===== src/rtl/btn_event_pkg.sv =====
// Shared event codes and FSM state encoding for the pushbutton event decoder.
// The DC_WAIT state and DCLICK code are only reachable when BTN_EVENT_DCLICK_EN is defined.
package btn_event_pkg;

    localparam int EV_W = 3;

    localparam logic [EV_W-1:0] EV_NONE      = 3'd0;
    localparam logic [EV_W-1:0] EV_PRESS     = 3'd1;
    localparam logic [EV_W-1:0] EV_LONG      = 3'd2;
    localparam logic [EV_W-1:0] EV_REPEAT    = 3'd3;
    localparam logic [EV_W-1:0] EV_REL_SHORT = 3'd4;
    localparam logic [EV_W-1:0] EV_REL_LONG  = 3'd5;
    localparam logic [EV_W-1:0] EV_DCLICK    = 3'd6;

    localparam logic [1:0] S_IDLE    = 2'd0;
    localparam logic [1:0] S_PRESSED = 2'd1;
    localparam logic [1:0] S_HELD    = 2'd2;
    localparam logic [1:0] S_DC_WAIT = 2'd3;

    typedef enum logic [1:0] {
        ST_IDLE    = S_IDLE,
        ST_PRESSED = S_PRESSED,
        ST_HELD    = S_HELD,
        ST_DC_WAIT = S_DC_WAIT
    } state_t;

endpackage


===== src/rtl/btn_event_slot.sv =====
// One-deep valid/ready event holding register with sticky drop flag.
// Latency: push appears on valid the cycle after; a push into a full, unaccepted slot is dropped and sets ovf.
module btn_event_slot
    import btn_event_pkg::*;
(
    input  logic            clk,
    input  logic            rst_n,
    input  logic            push,
    input  logic [EV_W-1:0] push_code,
    input  logic            ready,
    input  logic            ovf_clr,
    output logic            valid,
    output logic [EV_W-1:0] code,
    output logic            ovf
);

    logic accept;
    logic drop;

    assign accept = valid & ready;
    assign drop   = push & valid & ~ready;

    always_ff @(posedge clk or negedge rst_n) begin
        if (!rst_n) begin
            valid <= 1'b0;
            code  <= EV_NONE;
            ovf   <= 1'b0;
        end else begin
            if (push && (!valid || accept)) begin
                valid <= 1'b1;
                code  <= push_code;
            end else if (accept) begin
                valid <= 1'b0;
            end
            // A drop in the same cycle as a clear must still be reported.
            if (drop)
                ovf <= 1'b1;
            else if (ovf_clr)
                ovf <= 1'b0;
        end
    end

endmodule


===== src/rtl/btn_event_decoder.sv =====
// Turns a debounced button level into PRESS/LONG/REPEAT/RELEASE tokens (DCLICK with BTN_EVENT_DCLICK_EN).
// Latency: event visible one cycle after the edge is sampled; full slot drops new events and flags ovf.
module btn_event_decoder
    import btn_event_pkg::*;
#(
    parameter int               CNT_W         = 24,
    parameter logic [CNT_W-1:0] LONG_CYCLES   = 24'd5_000_000,
    parameter logic [CNT_W-1:0] REPEAT_CYCLES = 24'd1_000_000
`ifdef BTN_EVENT_DCLICK_EN
    ,
    parameter logic [CNT_W-1:0] DCLICK_CYCLES = 24'd2_500_000
`endif
) (
    input  logic            clk,
    input  logic            rst_n,
    input  logic            pb_state,
    output logic            ev_valid,
    output logic [EV_W-1:0] ev_code,
    input  logic            ev_ready,
    output logic            ovf,
    input  logic            ovf_clr
);

    localparam logic [CNT_W-1:0] ONE       = CNT_W'(1);
    localparam logic [CNT_W-1:0] LONG_TERM = LONG_CYCLES - ONE;
    localparam logic [CNT_W-1:0] REP_TERM  = REPEAT_CYCLES - ONE;
`ifdef BTN_EVENT_DCLICK_EN
    localparam logic [CNT_W-1:0] DC_TERM   = DCLICK_CYCLES - ONE;
`endif

    state_t           state;
    logic [CNT_W-1:0] cnt;
    logic             pb_q;
    logic             rise;
    logic             fall;
    logic             long_hit;
    logic             rep_hit;
    logic             dc_hit;
    logic             push;
    logic [EV_W-1:0]  push_code;

    assign rise     = pb_state & ~pb_q;
    assign fall     = ~pb_state & pb_q;
    assign long_hit = (cnt == LONG_TERM);
    assign rep_hit  = (cnt == REP_TERM);
`ifdef BTN_EVENT_DCLICK_EN
    assign dc_hit   = (cnt == DC_TERM);
`else
    assign dc_hit   = 1'b0;
`endif

    // Event decode is combinational so the slot captures it on the same edge the FSM moves.
    always_comb begin
        push      = 1'b0;
        push_code = EV_NONE;
        case (state)
            ST_IDLE: begin
                if (rise) begin
                    push      = 1'b1;
                    push_code = EV_PRESS;
                end
            end
            ST_PRESSED: begin
                if (fall) begin
                    push      = 1'b1;
                    push_code = EV_REL_SHORT;
                end else if (long_hit) begin
                    push      = 1'b1;
                    push_code = EV_LONG;
                end
            end
            ST_HELD: begin
                if (fall) begin
                    push      = 1'b1;
                    push_code = EV_REL_LONG;
                end else if (rep_hit) begin
                    push      = 1'b1;
                    push_code = EV_REPEAT;
                end
            end
            ST_DC_WAIT: begin
                if (rise) begin
                    push      = 1'b1;
                    push_code = dc_hit ? EV_PRESS : EV_DCLICK;
                end
            end
            default: begin
                push      = 1'b0;
                push_code = EV_NONE;
            end
        endcase
    end

    always_ff @(posedge clk or negedge rst_n) begin
        if (!rst_n) begin
            state <= ST_IDLE;
            cnt   <= '0;
            pb_q  <= 1'b0;
        end else begin
            pb_q <= pb_state;
            case (state)
                ST_IDLE: begin
                    cnt <= '0;
                    if (rise)
                        state <= ST_PRESSED;
                end
                ST_PRESSED: begin
                    if (fall) begin
                        cnt <= '0;
`ifdef BTN_EVENT_DCLICK_EN
                        state <= ST_DC_WAIT;
`else
                        state <= ST_IDLE;
`endif
                    end else if (long_hit) begin
                        cnt   <= '0;
                        state <= ST_HELD;
                    end else begin
                        cnt <= cnt + ONE;
                    end
                end
                ST_HELD: begin
                    if (fall) begin
                        cnt   <= '0;
                        state <= ST_IDLE;
                    end else if (rep_hit) begin
                        cnt <= '0;
                    end else begin
                        cnt <= cnt + ONE;
                    end
                end
`ifdef BTN_EVENT_DCLICK_EN
                ST_DC_WAIT: begin
                    // Rise on the timeout cycle still re-enters PRESSED, but as a plain PRESS.
                    if (rise) begin
                        cnt   <= '0;
                        state <= ST_PRESSED;
                    end else if (dc_hit) begin
                        cnt   <= '0;
                        state <= ST_IDLE;
                    end else begin
                        cnt <= cnt + ONE;
                    end
                end
`endif
                default: begin
                    cnt   <= '0;
                    state <= ST_IDLE;
                end
            endcase
        end
    end

    btn_event_slot u_slot (
        .clk       (clk),
        .rst_n     (rst_n),
        .push      (push),
        .push_code (push_code),
        .ready     (ev_ready),
        .ovf_clr   (ovf_clr),
        .valid     (ev_valid),
        .code      (ev_code),
        .ovf       (ovf)
    );

endmodule

===== config.mk =====
export PLATFORM = sky130hd
export DESIGN_NAME = btn_event_decoder
export DESIGN_NICKNAME = d
export VERILOG_FILES = /design/src/rtl/btn_event_pkg.sv /design/src/rtl/btn_event_slot.sv /design/src/rtl/btn_event_decoder.sv
export SDC_FILE = /design/constraint.sdc
export NUM_CORES = 1
export LEC_CHECK = 0
export ABC_AREA = 1
export BUFFER_PORTS_ARGS = -buffer_cell sky130_fd_sc_hd__buf_2
export CORE_AREA = 5 5 63 65
export DETAILED_ROUTE_END_ITERATION = 10
export DIE_AREA = 0 0 68 70
export PLACE_DENSITY = 0.76
export SLEW_MARGIN = 20
export SYNTH_ARGS = -nofsm -noshare
export SYNTH_HDL_FRONTEND = slang
export SYNTH_SLANG_ARGS = --single-unit

===== constraint.sdc =====
create_clock -name clk -period 1.8 [get_ports clk]
set_clock_uncertainty 0.05 [all_clocks]
set_input_delay 0.09 -clock clk [delete_from_list [all_inputs] [get_ports clk]]
set_output_delay 0.09 -clock clk [all_outputs]
set_load 0.05 [all_outputs]

==> results.yml, run 1 <==
pwr:
  total_leakage_power_uw: 0.00103
  power_uw: 2280
  max-vdd-ir-drop_mv: 0.631
  power_density_nw_per_um2: 1030
clocking:
  cts_tree: "built"
  htree_levels: 2
  clk_root_buffer_cell: "clkbuf_4"
  cts_buffers: 5
  cts_num_sinks: 32
  clockBufferDepth: 2
  clk_pin_slew_worst_paths_ns: 0.11
  clock_latency_ns: 0.35
yosys:
  yosys.area.top_type: "dfrtp_1"
  synth_edf_count: 0
  syn_area_per_cell_sq_um: 7.84
  synth_area_leaders: "dfrtp_1 (42%), nor2_1 (8.9%), nand2_1 (8.1%)"
  ys_async_sr_fraction_pct: 100
  ys_types: 24
  syn_area_sq_um: 1900
  synth_cells: 242
  synth_common_cells: "nor2_1 (45), nand2_1 (41), inv_1 (36)"
  synth_most_common_cell: "nor2_1"
  synth_ff_type: "dfrtp_1"
  synth-seq-cells: 32
  syn_nets: 252
  synth_top_area_share_pct: 42.2
  yosysSeqAreaShare_pct: 42.2
  ys_warn_count: 0
critical_path:
  crit_chain: "ha_4, nand3_4, nor2_4, nand2_4, nor2_8, nand3_4, nor2_1, xor2_1, nor2_1"
  startpoint_type: "flop"
  cpPeakStageDelay_ns: 0.41
  cp-end-kind: "flop"
  path_max_fanout: 6
  worst_ep_arrival_time_ns: 1.88
  critPathKind: "flop to flop"
  crit_required_ns: 2.00
  cp_slowest_cell: "dfrtp_1"
placement:
  placed_cells: 301
  port_buffers: 9
  dpl.hpwl_microns: 2860
  gp_congestion: 0.858
  pre_cts_ws_ns: 0.0163
die:
  initial_core_util_pct: 57.8
  die_area_sq_um: 4760
  io_pins: 10
  fp.dieH_microns: 70
  core_sq_um: 3280
  rows: 21
  fp.dieW_microns: 68
cells_and_area:
  n_fill_cell: 285
  post_route_cells_drive_above_1_share_pct: 17.0
  area_growth_pct: 16.7
  diodes: 0
  final_nets: 279
  stdcell_count: 316
  final_core_util_pct: 67.4
global_route:
  track_usage_pct: 19.0
  grt_pass1_wl_microns: 6840
  overflow: 0
  grt_max_degree: 33
  antenna_found_initial: 0
  grt_pass1_vias: 1564
timing:
  maxSlewHeadroom_pct: 53.0
  slew_violations: 0
  tightest_slew_ns: 0.705
  finalHoldViolCount: 0
  fin_crit_sh_pct: 93.4
  fmax_ghz: 0.595
  layout_min_cycle_time_ns: 1.68
  fin_tns_setup_ns: 0
  worst_slack_ns: 0.119
  setup_viol_count_final: 0
routing:
  finalWirelength_microns: 3920
  drt_pass1_iterations: 4
  num_vias: 1597
  routedWlPerCell_microns: 12.4
  drc: 0
  antenna_left: 0
  avgViaCountPerCell: 5.05
  drt_iter0_drc: 113
run:
  max_cap_viol_count: 0
outcome:
  status: "finished clean"
min_path:
  min_path_type: "input port to asynchronous set/reset pin"
-- final timing paths --
path	start	end	slack, ns	depth (start not counted)
worst max-delay path	cnt[1]	cnt[16]	0.12	9
worst max register to register	cnt[1]	cnt[16]	0.12	9
min in group clk	pb_state	pb_q	0.35	2
worst min-delay path	rst_n	cnt[19]	0.26	2
max in group asynchronous	rst_n	cnt[20]	0.97	2
worst min register to register	u_slot.code[0]	u_slot.code[0]	0.44	2
-- registers in the layout, indices dropped and copies added, names as in the netlist --
name and cells:
cnt 24, pb_q 1, state 2, u_slot.code 3, u_slot.ovf 1, u_slot.valid 1
-- layout by cell type (no fill, tap or decap), types with 2 or more instances in the layout --
cell	count
nor2_1	42
nand2_1	41
inv_1	36
dfrtp_1	32
nand3_1	17
xor2_1	12
buf_2	9
nand4_1	8
nor3_1	8
o21ai_0	8
buf_4	8
nor2_2	5
nor2_4	5
a21oi_1	5
clkbuf_4	5
o21ai_1	4
dlygate4sd3_1	4
ha_1	3
nand3_4	2
nand2_2	2
nand2_4	2
-- critical path: cells and delay by family, from the launching register on --
kind,cells,cell delay [ns]
adder cells (fa/ha/maj),1,0.17
XOR/XNOR,1,0.18
flip-flops,1,0.41
AND/OR/NAND/NOR,7,0.75
-- where the power goes --
part / internal (uW) / switching [uW] / leakage [uW]
Sequential: 798 / 54.6 / 0.000438
Clock: 291 / 255 / 0.0000422
Combinational: 297 / 582 / 0.000548
Total: 1390 / 892 / 0.00103
-- layout make-up --
| type | count | area [sq um] | share of cell area, % |
|---|---|---|---|
| multi-input combinational | 172 | 980 | 44.2 |
| inverter | 36 | 135 | 6.10 |
| clock buffer | 6 | 41.3 | 1.86 |
| sequential | 32 | 801 | 36.2 |
| timing repair buffer | 22 | 165 | 7.46 |
| clock inverter | 2 | 35.0 | 1.58 |
| tap | 46 | 57.6 | 2.60 |
-- cells by family after synthesis --
family                     count (synthesis)  synth area share (%)
and+or+nand+nor                          134                  34.6
buffers and inverters                     38                  7.91
AOI/OAI and AO/OA                         20                  6.00
adders and majority gates                  5                  3.30
xor gates and xnor gates                  13                  6.00
DFF                                       32                  42.2
-- metal layers --
metal / GRT usage [%] / vias up / part of all wire, %
li1: - / 826 / -
met1: 23.8 / 738 / 46
met2: 30.2 / 23 / 47
met3: 4.81 / 10 / 4.1
met4: 8.39 / 0 / 2.4
met5: 0 / - / 0
-- what timing repair did --
item | in CTS | in global routing
resized for setup | 1 | 8
buffers inserted | 0 | 3
hold buffers | 4 | 0
endpoints found under the hold margin | 35 | 0
endpoints found under the setup margin | 4 | 21
pin swaps | 0 | 1
-- metrics by stage --
| step | hold WS (ns) | area [sq um] |
|---|---|---|
| floorplan | -0.256 | 1900 |
| global placement | 0.124 | 2040 |
| detailed placement | 0.127 | 2040 |
| CTS | 0.276 | 2160 |
| global route | 0.319 | 2210 |
| finish | 0.263 | 2210 |
Power figures use the tool's default switching activity.
==> run 2, diff against run 1 <==
CORE_AREA = 5 5 51 76   (was 5 5 63 65)
CTS_BUF_LIST = sky130_fd_sc_hd__clkbuf_4   (was not set)
DIE_AREA = 0 0 56 81   (was 0 0 68 70)
PLACE_DENSITY = 0.81   (was 0.76)
==> results.yml, run 2 (synthesis results as in run 1) <==
die:
  core_sq_um: 3100
  initial_core_util_pct: 61.3
  die_area_sq_um: 4540
  fp.dieH_microns: 81
  fp.dieW_microns: 56
  io_pins: 10
  rows: 25
cells_and_area:
  final_common_cell: "nor2_1"
  layout_common_cells: "nor2_1 (41), nand2_1 (37), inv_1 (36)"
  final_nets: 286
  area_growth_pct: 19.4
  n_fill_cell: 221
  final_core_util_pct: 73.2
  stdcell_count: 316
  reg_top3: "cnt (24), u_slot.code (3), state (2)"
  largest_reg_flops: 24
  largest-register: "cnt"
  post_route_cells_drive_above_1_share_pct: 22.5
  diodes: 0
routing:
  antenna_left: 0
  avgViaCountPerCell: 5.51
  drt_pass1_iterations: 5
  drc: 0
  routedWlPerCell_microns: 14.4
  finalWirelength_microns: 4540
  num_vias: 1741
  drt_iter0_drc: 55
timing:
  layout_min_cycle_time_ns: 1.76
  finalHoldViolCount: 0
  fmax_ghz: 0.569
  tightest_slew_ns: 0.716
  maxSlewHeadroom_pct: 52.3
  setup_viol_count_final: 0
  holdWs_ns: 0.287
  slew_violations: 0
  fin_crit_sh_pct: 97.7
  rsz0062_at_grt: "true"
clocking:
  cts_num_sinks: 32
  htree_levels: 2
  clock_latency_ns: 0.34
  clk_root_buffer_cell: "clkbuf_4"
  clockBufferDepth: 2
  cts_tree: "built"
  clk_pin_slew_worst_paths_ns: 0.10
  cts_buffers: 5
global_route:
  grt_pass1_vias: 1686
  track_usage_pct: 21.4
  grt_pass1_wl_microns: 7640
  grt_max_degree: 33
  overflow: 0
  antenna_found_initial: 0
outcome:
  status: "finished clean"
critical_path:
  path_buf_inv: 0
  path_max_fanout: 5
  crit_chain: "ha_2, nand3_4, nor2_4, nand2_4, nor2_8, nand3_4, nor2_4, nand2_2, o21ai_2, nor2_2"
  cp-end-kind: "flop"
  worst_ep_arrival_time_ns: 1.94
  cp_slowest_cell: "dfrtp_1"
  critPathKind: "flop to flop"
  cpPeakStageDelay_ns: 0.36
  crit_family: "simple AND/OR/NAND/NOR gates"
  crit_required_ns: 1.99
  timing.rr.start: "cnt[1]"
  startpoint_type: "flop"
  startpoint: "cnt[1]"
pwr:
  power_density_nw_per_um2: 979
  p_int_uw: 1260
  swShare_pct: 43.0
  max-vdd-ir-drop_mv: 0.673
  power_uw: 2220
  clkPwrFrac_pct: 17.0
  total_leakage_power_uw: 0.00105
  seqPwrFrac_pct: 38.3
  net-switching-power_uw: 953
  combPwrFrac_pct: 44.7
placement:
  port_buffers: 9
  placed_cells: 295
  dpl.hpwl_microns: 3120
  gp_congestion: 0.865
run:
  max_cap_viol_count: 0
min_path:
  min_path_type: "input port to asynchronous set/reset pin"
[run 2: what timing repair did]
item / 4_1_cts / 5_1_grt
setup buffers: 0 / 10
gates resized for setup: 0 / 21
setup endpoints to repair: 0 / 25
hold endpoints to repair: 35 / 0
hold buffers: 4 / 0
[run 2: power by group through the flow]
stage | Combinational [uW] | Clock [uW] | Sequential, uW
6_report | 991 | 376 | 850
5_1_grt | 1080 | 425 | 864
4_1_cts | 868 | 381 | 848
3_5_place_dp | 861 | 0 | 861
3_3_place_gp | 827 | 0 | 859
2_1_floorplan | 432 | 0 | 1020
[run 2: layer usage]
| layer | global-route usage (%) | vias to the layer above | routed length, microns |
|---|---|---|---|
| met2 | 41.0 | 50 | 2460 |
| met5 | 0 | - | 0 |
| li1 | - | 837 | - |
| met3 | 4.45 | 18 | 154 |
| met4 | 8.79 | 0 | 196 |
| met1 | 22.4 | 836 | 1730 |
[run 2: worst paths after layout]
path | end | slack (ns) | cells after the start
worst max-delay path | cnt[22] | 0.04 | 10
worst min-delay path | u_slot.code[2] | 0.29 | 2
worst max register to register | cnt[22] | 0.04 | 10
worst min register to register | u_slot.code[1] | 0.45 | 2
max in group asynchronous | cnt[15] | 0.89 | 2
min in group clk | pb_q | 0.38 | 2
[run 2: worst register-to-register path: cells and delay by family, from the launching register on]
| kind | cells | cell delay (ns) |
|---|---|---|
| adders and majority gates | 1 | 0.21 |
| and+or+nand+nor | 8 | 0.92 |
| AOI/OAI and AO/OA | 1 | 0.13 |
| DFF | 1 | 0.36 |
[run 2: metrics by stage]
step	worst slack (ns)	TNS, ns	instance area, sq um
2_1_floorplan	0.137	0	1900
3_3_place_gp	0.0923	0	2040
3_5_place_dp	0.0242	0	2040
4_1_cts	0.00552	0	2120
5_1_grt	-0.0796	-0.142	2270
6_report	0.0419	0	2270
[run 2: final cells by class]
cell class                      instances  area [sq um]  share of cell area (%)
Timing Repair Buffer                   29           218                    9.61
Sequential cell                        32           802                    35.4
Clock buffer                            5          37.5                    1.66
Multi-Input combinational cell        172          1020                    44.8
Tap cell                               40          50.0                    2.21
Clock inverter                          2          7.51                   0.331
Inverter                               36           135                    5.96
